==> src/rtl/fp_sort_ctrl.sv <==
// fp_sort_ctrl: buffers a block of N 13-bit floats (sign[12], exp[11:8], signif[7:0]),
// bubble-sorts them into descending order with one comparator (one compare per cycle),
// then streams the sorted block out largest-first.
// Ports:
//   clk, rst                  clock, synchronous active-high reset
//   in_valid/in_ready/in_data producer handshake (in_ready high only while loading)
//   out_valid/out_ready/out_data consumer handshake (out_valid high only while streaming out)
//   busy                      high while sorting
//   done                      one-cycle pulse after the last output handshake of a block

// fp_greaterthan: combinational a > b over the sign/magnitude float format.
// Equal operands give 0; +0 and -0 are ordered by sign like any other pair.
module fp_greaterthan (
  input  logic [12:0] a,
  input  logic [12:0] b,
  output logic        gt_c
);
  always_comb begin
    gt_c = 1'b0;
    if (a[12] != b[12]) begin
      gt_c = ~a[12];
    end else if (!a[12]) begin
      gt_c = (a[11:0] > b[11:0]);
    end else begin
      // both negative: smaller magnitude is the larger value
      gt_c = (a[11:0] < b[11:0]);
    end
  end
endmodule

module fp_sort_ctrl #(
  parameter int unsigned N = 8
) (
  input  logic        clk,
  input  logic        rst,
  input  logic        in_valid,
  output logic        in_ready,
  input  logic [12:0] in_data,
  output logic        out_valid,
  input  logic        out_ready,
  output logic [12:0] out_data,
  output logic        busy,
  output logic        done
);
  localparam int unsigned W     = 13;
  localparam int unsigned IDX_W = (N > 1) ? $clog2(N) : 1;
  localparam logic [IDX_W-1:0] IDX_LAST = IDX_W'(N - 1);
  localparam logic [IDX_W-1:0] J_LAST   = IDX_W'(N - 2);

  typedef enum logic [1:0] {
    ST_LOAD = 2'd0,
    ST_SORT = 2'd1,
    ST_OUT  = 2'd2
  } state_t;

  state_t           state;
  logic [W-1:0]     mem [N];
  logic [IDX_W-1:0] wr_idx;
  logic [IDX_W-1:0] rd_idx;
  logic [IDX_W-1:0] j;
  logic [IDX_W-1:0] pass;
  logic             swapped;

  logic [IDX_W-1:0] j_nxt;
  logic [IDX_W-1:0] rd_nxt;
  logic             gt;
  logic             any_swap;

  assign j_nxt    = IDX_W'(j + 1'b1);
  assign rd_nxt   = IDX_W'(rd_idx + 1'b1);
  assign any_swap = swapped | gt;

  // Single comparator: is the later element larger than the earlier one?
  fp_greaterthan u_cmp (
    .a    (mem[j_nxt]),
    .b    (mem[j]),
    .gt_c (gt)
  );

  // Sequencer: load, sort, stream out; all outputs registered.
  always_ff @(posedge clk) begin
    if (rst) begin
      state     <= ST_LOAD;
      wr_idx    <= '0;
      rd_idx    <= '0;
      j         <= '0;
      pass      <= '0;
      swapped   <= 1'b0;
      in_ready  <= 1'b1;
      out_valid <= 1'b0;
      out_data  <= '0;
      busy      <= 1'b0;
      done      <= 1'b0;
      for (int i = 0; i < N; i++) mem[i] <= '0;
    end else begin
      done <= 1'b0;
      case (state)
        ST_LOAD: begin
          if (in_valid && in_ready) begin
            mem[wr_idx] <= in_data;
            if (wr_idx == IDX_LAST) begin
              wr_idx   <= '0;
              state    <= ST_SORT;
              in_ready <= 1'b0;
              busy     <= 1'b1;
            end else begin
              wr_idx <= IDX_W'(wr_idx + 1'b1);
            end
          end
        end

        ST_SORT: begin
          if (gt) begin
            mem[j]     <= mem[j_nxt];
            mem[j_nxt] <= mem[j];
            swapped    <= 1'b1;
          end
          if (j == J_LAST) begin
            j       <= '0;
            swapped <= 1'b0;
            if (!any_swap || pass == J_LAST) begin
              state     <= ST_OUT;
              pass      <= '0;
              busy      <= 1'b0;
              out_valid <= 1'b1;
              // element 0 as it stands after this cycle's possible swap
              out_data  <= (gt && j == '0) ? mem[1] : mem[0];
            end else begin
              pass <= IDX_W'(pass + 1'b1);
            end
          end else begin
            j <= j_nxt;
          end
        end

        ST_OUT: begin
          if (out_ready) begin
            if (rd_idx == IDX_LAST) begin
              state     <= ST_LOAD;
              rd_idx    <= '0;
              wr_idx    <= '0;
              j         <= '0;
              pass      <= '0;
              out_valid <= 1'b0;
              out_data  <= '0;
              in_ready  <= 1'b1;
              done      <= 1'b1;
            end else begin
              rd_idx   <= rd_nxt;
              out_data <= mem[rd_nxt];
            end
          end
        end

        default: begin
          state     <= ST_LOAD;
          in_ready  <= 1'b1;
          out_valid <= 1'b0;
          busy      <= 1'b0;
        end
      endcase
    end
  end
endmodule

==> config.mk <==
export PLATFORM = sky130hd
export DESIGN_NAME = fp_sort_ctrl
export DESIGN_NICKNAME = d
export VERILOG_FILES = /design/src/rtl/fp_sort_ctrl.sv
export SDC_FILE = /design/constraint.sdc
export NUM_CORES = 1
export LEC_CHECK = 0
export BUFFER_PORTS_ARGS = -buffer_cell sky130_fd_sc_hd__buf_2
export CAP_MARGIN = 20
export CELL_PAD_IN_SITES_DETAIL_PLACEMENT = 2
export CELL_PAD_IN_SITES_GLOBAL_PLACEMENT = 2
export CORE_UTILIZATION = 44
export CTS_CLUSTER_SIZE = 16
export DETAILED_ROUTE_END_ITERATION = 10
export PLACE_DENSITY = 0.77
export SYNTH_ARGS = -nofsm -noshare
export SYNTH_HDL_FRONTEND = slang
export SYNTH_SLANG_ARGS = --single-unit
==> constraint.sdc <==
create_clock -name clk -period 6.4 [get_ports clk]
set_clock_uncertainty 0.05 [all_clocks]
set_input_delay 0.32 -clock clk [delete_from_list [all_inputs] [get_ports clk]]
set_output_delay 0.32 -clock clk [all_outputs]
set_load 0.1 [all_outputs]
After elaboration in Yosys (flattened, before gate mapping)
Memory sizes are Yosys's and may differ from the RTL's. A register that Yosys moved wholly into a read port is not among the register bits.
Cells that the tools add are included.
Operators by class
  $add $sub $neg: 4
  multiply operators: 0
  div/mod/pow operators: 0
  magnitude comparators: 2
  eq/ne operators: 13
  shift operators: 0
  muxes and demuxes: 65
  bitwise logic cells: 6
  reductions and logical operators: 23
Operators by type and width (number)
  13-bit two-way mux: 8
  3-bit two-way mux: 13
  13-bit OR reduction: 3
  1-bit two-way mux: 30
  13-bit one-hot mux with 2 select lines: 1
  3-bit one-hot mux with 2 select lines: 3
  5-bit AND reduction: 3
  3-bit by 1-bit adder with 3-bit output, second input constant: 4
  3-bit equality test, second input constant: 4
  12-bit > comparator: 1
  12-bit < comparator: 1
  2-bit two-way mux: 6
  2-bit != test, second input constant: 6
  4-bit AND reduction: 3
  1-bit one-hot mux with 3 select lines: 3
  2-bit one-hot mux with 3 select lines: 1
  6-bit AND reduction: 1
  2-bit nonzero test: 3
  1-bit NOT: 5
  2-bit AND reduction: 2
  3-bit logical NOT: 1
  3-bit AND reduction: 1
  3-bit OR reduction: 1
  2-bit by 1-bit equality test with 1-bit output, second input constant: 1
  other kinds (7): 8
Word-level totals
  register bits: 32
  latch bits: 0
  memory bits (writable): 104
  ROM bits: 0
  input port bits: 17
  logic and storage cells: 125
  memories: 1
Memories
  mem: words 8, width 13, rd ports 5, clocked after memory_dff 1, wr ports 8, RTL line 57  | logic [W-1:0] mem [N];

Logic depth before layout (Yosys ltp)
An unclocked memory read counts as a cell.
  word-level depth: 11
  mapped depth: 21

Cells and area by module
From an unflattened synthesis, not the netlist that was laid out.
Unflattened totals
  cell total of the unflattened synthesis: 882
  area, all modules: 9366.5 µm²
By module, submodules not included
  fp_sort_ctrl: instances 1, cells each 835, area each 9031.2 µm²
  fp_greaterthan: instances 1, cells each 47, area each 335.3 µm²

Least setup slack after synthesis
Ideal clock, no wire load.
  kind: register to register
  start point: register j[0]
  end point: memory mem[2][0] (enable)
  setup time: 0.367 ns
  arrival time: 5.060 ns
  required time: 5.983 ns
  path slack: 0.923 ns
  stages on the path, launching flop included: 21
  period minus slack after synthesis: 5.477 ns
  path through: dfxtp_1 > clkbuf_1 > buf_2 > buf_1 > inv_1 > ha_1 > clkbuf_1 > inv_1 > nand2_1 > clkbuf_1 > o22ai_1 > or2_2 > ha_1 > nand4_1 > a211o_1 > a31o_4 > nor4_4 > buf_2 > nand3_1 > buf_2 > nand3_1
RTL lines
  start: declaration: RTL line 60  | logic [IDX_W-1:0] j;
  start signal: assignment: RTL line 132  | j <= j_nxt;
  end: declaration: RTL line 57

==> out/metrics.yaml <==
outcome: "completed"
post-dp-hpwl_um: 25600
synthToLayoutAreaGrowth_pct: 12.7
p_leak_nw: 3.27
cts_inserted_buffers: 17
ys_seq_area_share_pct: 42.5
maxCapViolCount: 0
cts_tree: "built"
grt_start_max_net_pins: 60
drtIter0Drc: 1026
die_y_um: 145
wl_per_cell_um: 35.9
ctsRootBufferMaster: "clkbuf_16"
clockBufferDepth: 2
yosysTopAreaCellShare_pct: 34.7
period_minus_slack_ns: 5.95
critPathMaxStageDelay_ns: 0.63
track_usage_pct: 36.9
cp_top_family: "simple AND/OR/NAND/NOR gates"
rows: 51
synth_area_leaders: "edfxtp_1 (35%), mux4_2 (14%), o22ai_1 (8.9%), mux2i_1 (8.2%), dfxtp_1 (7.8%)"
min_path_type: "in2reg"
multiInputGateArea_mm2: 0.00484
seqCellArea_mm2: 0.00383
htree_levels: 4
slew_viol_final: 0
worst-path-max-fanout: 21
grt-busiest-layer: "met2"
power_mw: 2.34
drc: 0
cp_slowest_cell: "mux2i_2"
cp.depth: 16
crit_path_end_kind: "flip-flop"
die_x_um: 145
start_kind: "flip-flop"
yosys_most_used_dff: "edfxtp_1"
viasPerCell: 7.37
met2_usage_pct: 60.4
place.gp.congestion: 0.932
yosysMostFrequentCell: "o22ai_1"
synth_seq_cells: 139
fillers: 1904
core_mm2: 0.0198
worstSetupStartpoint: "j[1]"
synth_largest_area_cell: "edfxtp_1"
synth_common_cells: "o22ai_1 (128), edfxtp_1 (104), mux2i_1 (74), mux4_2 (54), nor2_1 (48)"
cp.required_ns: 6.48
reg2reg_depth: 16
met3_usage_pct: 6.13
wl_um: 37900
ys_types: 54
cts_setup_buffers: 0
fmax_mhz: 168
drive_gt1_share_pct: 26.2
crit_buf_inv: 4
clock-sinks: 139
cp.arrival_ns: 6.03
drt-pass1-iter-count: 5
path_class: "reg2reg"
vdd_drop_max_uv: 219
rr_startpoint: "j[1]"
grt_first_pass_wirelength_um: 56700
grt_pass1_vias: 8299
cts_resized: 0
setup_viol: 0
hold_depth: 2
cts_hold_buf: 0
start_util_pct: 45.5
synth.avg_cell_area_um2: 12.1
synthCells: 746
synth-edff-count: 104
syn_area_mm2: 0.00900
slew_headroom_pct: 24.9
grt-ovfl-total: 0
ant_nets: 0
crit_chain: "inv_1 > ha_1 > inv_1 > nand2_1 > o22ai_1 > or2_2 > ha_1 > nand2_1 > o21ai_0 > a21boi_2 > a31o_4 > nor4_4 > buf_4 > buf_4 > mux2i_2 > o22ai_1"
power-per-cell-area_mw_per_mm2: 231
placed_area_mm2: 0.00954
gr-usage-met1_pct: 48.1
io_pins: 34
period_share_pct: 92.9
rsz0062_at_grt: "false"
worstHoldStart: "rst"
dieArea_mm2: 0.0210
port_buffers: 33
grt_antenna_before_repair: 1
hold_viol_final: 0
vias: 7796
final_cell_area_mm2: 0.0101
worst_pin_slew_ns: 1.13
clock_latency_ns: 0.44
ys_warn_count: 0
clk_pin_slew_ns: 0.06
finalNetCount: 818
synth_fp_nets: 784
fin_tns_setup_ns: 0
diodes: 0
postSynth.asyncResetShare_pct: 0
## worst reg2reg max path, delay by kind of cell (launching register included)
family | cells | cell delay (ns)
fa+ha+maj | 2 | 0.80
mux | 1 | 0.64
simple gates | 4 | 1.33
compound gates | 5 | 1.29
flops | 1 | 0.47
buf+inv | 4 | 1.06
## state kept, by name (all words and copies together) (netlist names), named ones only
register	cells
mem	104
out_data	13
j	3
pass	3
rd_idx	3
wr_idx	3
state	2
busy	1
done	1
in_ready	1
out_valid	1
swapped	1
## worst paths after layout
path	to	slack [ns]
worst max-delay path	mem[5][11]	0.45
worst min-delay path	wr_idx[2]	0.26
worst max register to register	mem[5][11]	0.45
worst min register to register	out_data[4]	0.42
## kinds of logic (layout without fill, tap and decap cells)
family,Yosys count,in the layout,share of synthesized area [%]
AO/OA/AOI/OAI,215,215,16.4
XOR/XNOR,3,3,0.292
adder cells (fa/ha/maj),21,21,2.92
buffers and inverters,73,120,3.90
flip-flops,139,139,42.5
multiplexers,154,154,26.3
AND/OR/NAND/NOR,141,141,7.74
## layout make-up
| class | count | share of cell area (%) |
|---|---|---|
| Clock buffer | 19 | 4.27 |
| Inverter | 9 | 0.333 |
| Multi-Input combinational cell | 534 | 47.7 |
| Timing Repair Buffer | 79 | 5.03 |
| Tap cell | 265 | 3.27 |
| Sequential cell | 139 | 37.8 |
| Clock inverter | 13 | 1.65 |
## layout by cell type, fill, tap and decap left out, types with 11 or more instances in the layout
cell and n:
o2bb2ai_1 14, dfxtp_1 32, o22ai_1 128, edfxtp_1 104, ha_1 21, o211ai_1 16, mux4_2 54, a21oi_1 17
or2_2 11, nor2_1 48, clkbuf_16 17, buf_4 46, o21ai_0 19, nand3_1 22, nand2_1 25, mux2i_1 74
buf_2 33
## report_power, final
group	switching, mW	total, mW	internal (mW)	leakage [nW]
Sequential	0.0413	1.04	1.00	1.36
Clock	0.431	1.05	0.615	0.276
Combinational	0.161	0.254	0.0931	1.63
Total	0.633	2.34	1.71	3.27
## per-stage QoR
stage               setup slack, ns  hold slack [ns]  cells  utilization [%]
floorplan                     0.923            0.391    746                -
global placement               1.05            0.391   1025             48.2
detailed placement            0.711            0.396   1025             48.2
CTS                           0.592            0.249   1057             51.2
global route                  0.234            0.275   1058             51.3
finish                        0.454            0.258   1058             51.3
## routing by layer
layer | up-vias | wire length [um]
met4 | 0 | 1550
met3 | 107 | 3240
li1 | 3111 | -
met1 | 4120 | 14800
met5 | - | 0
met2 | 458 | 18300
Power figures use the tool's default switching activity.
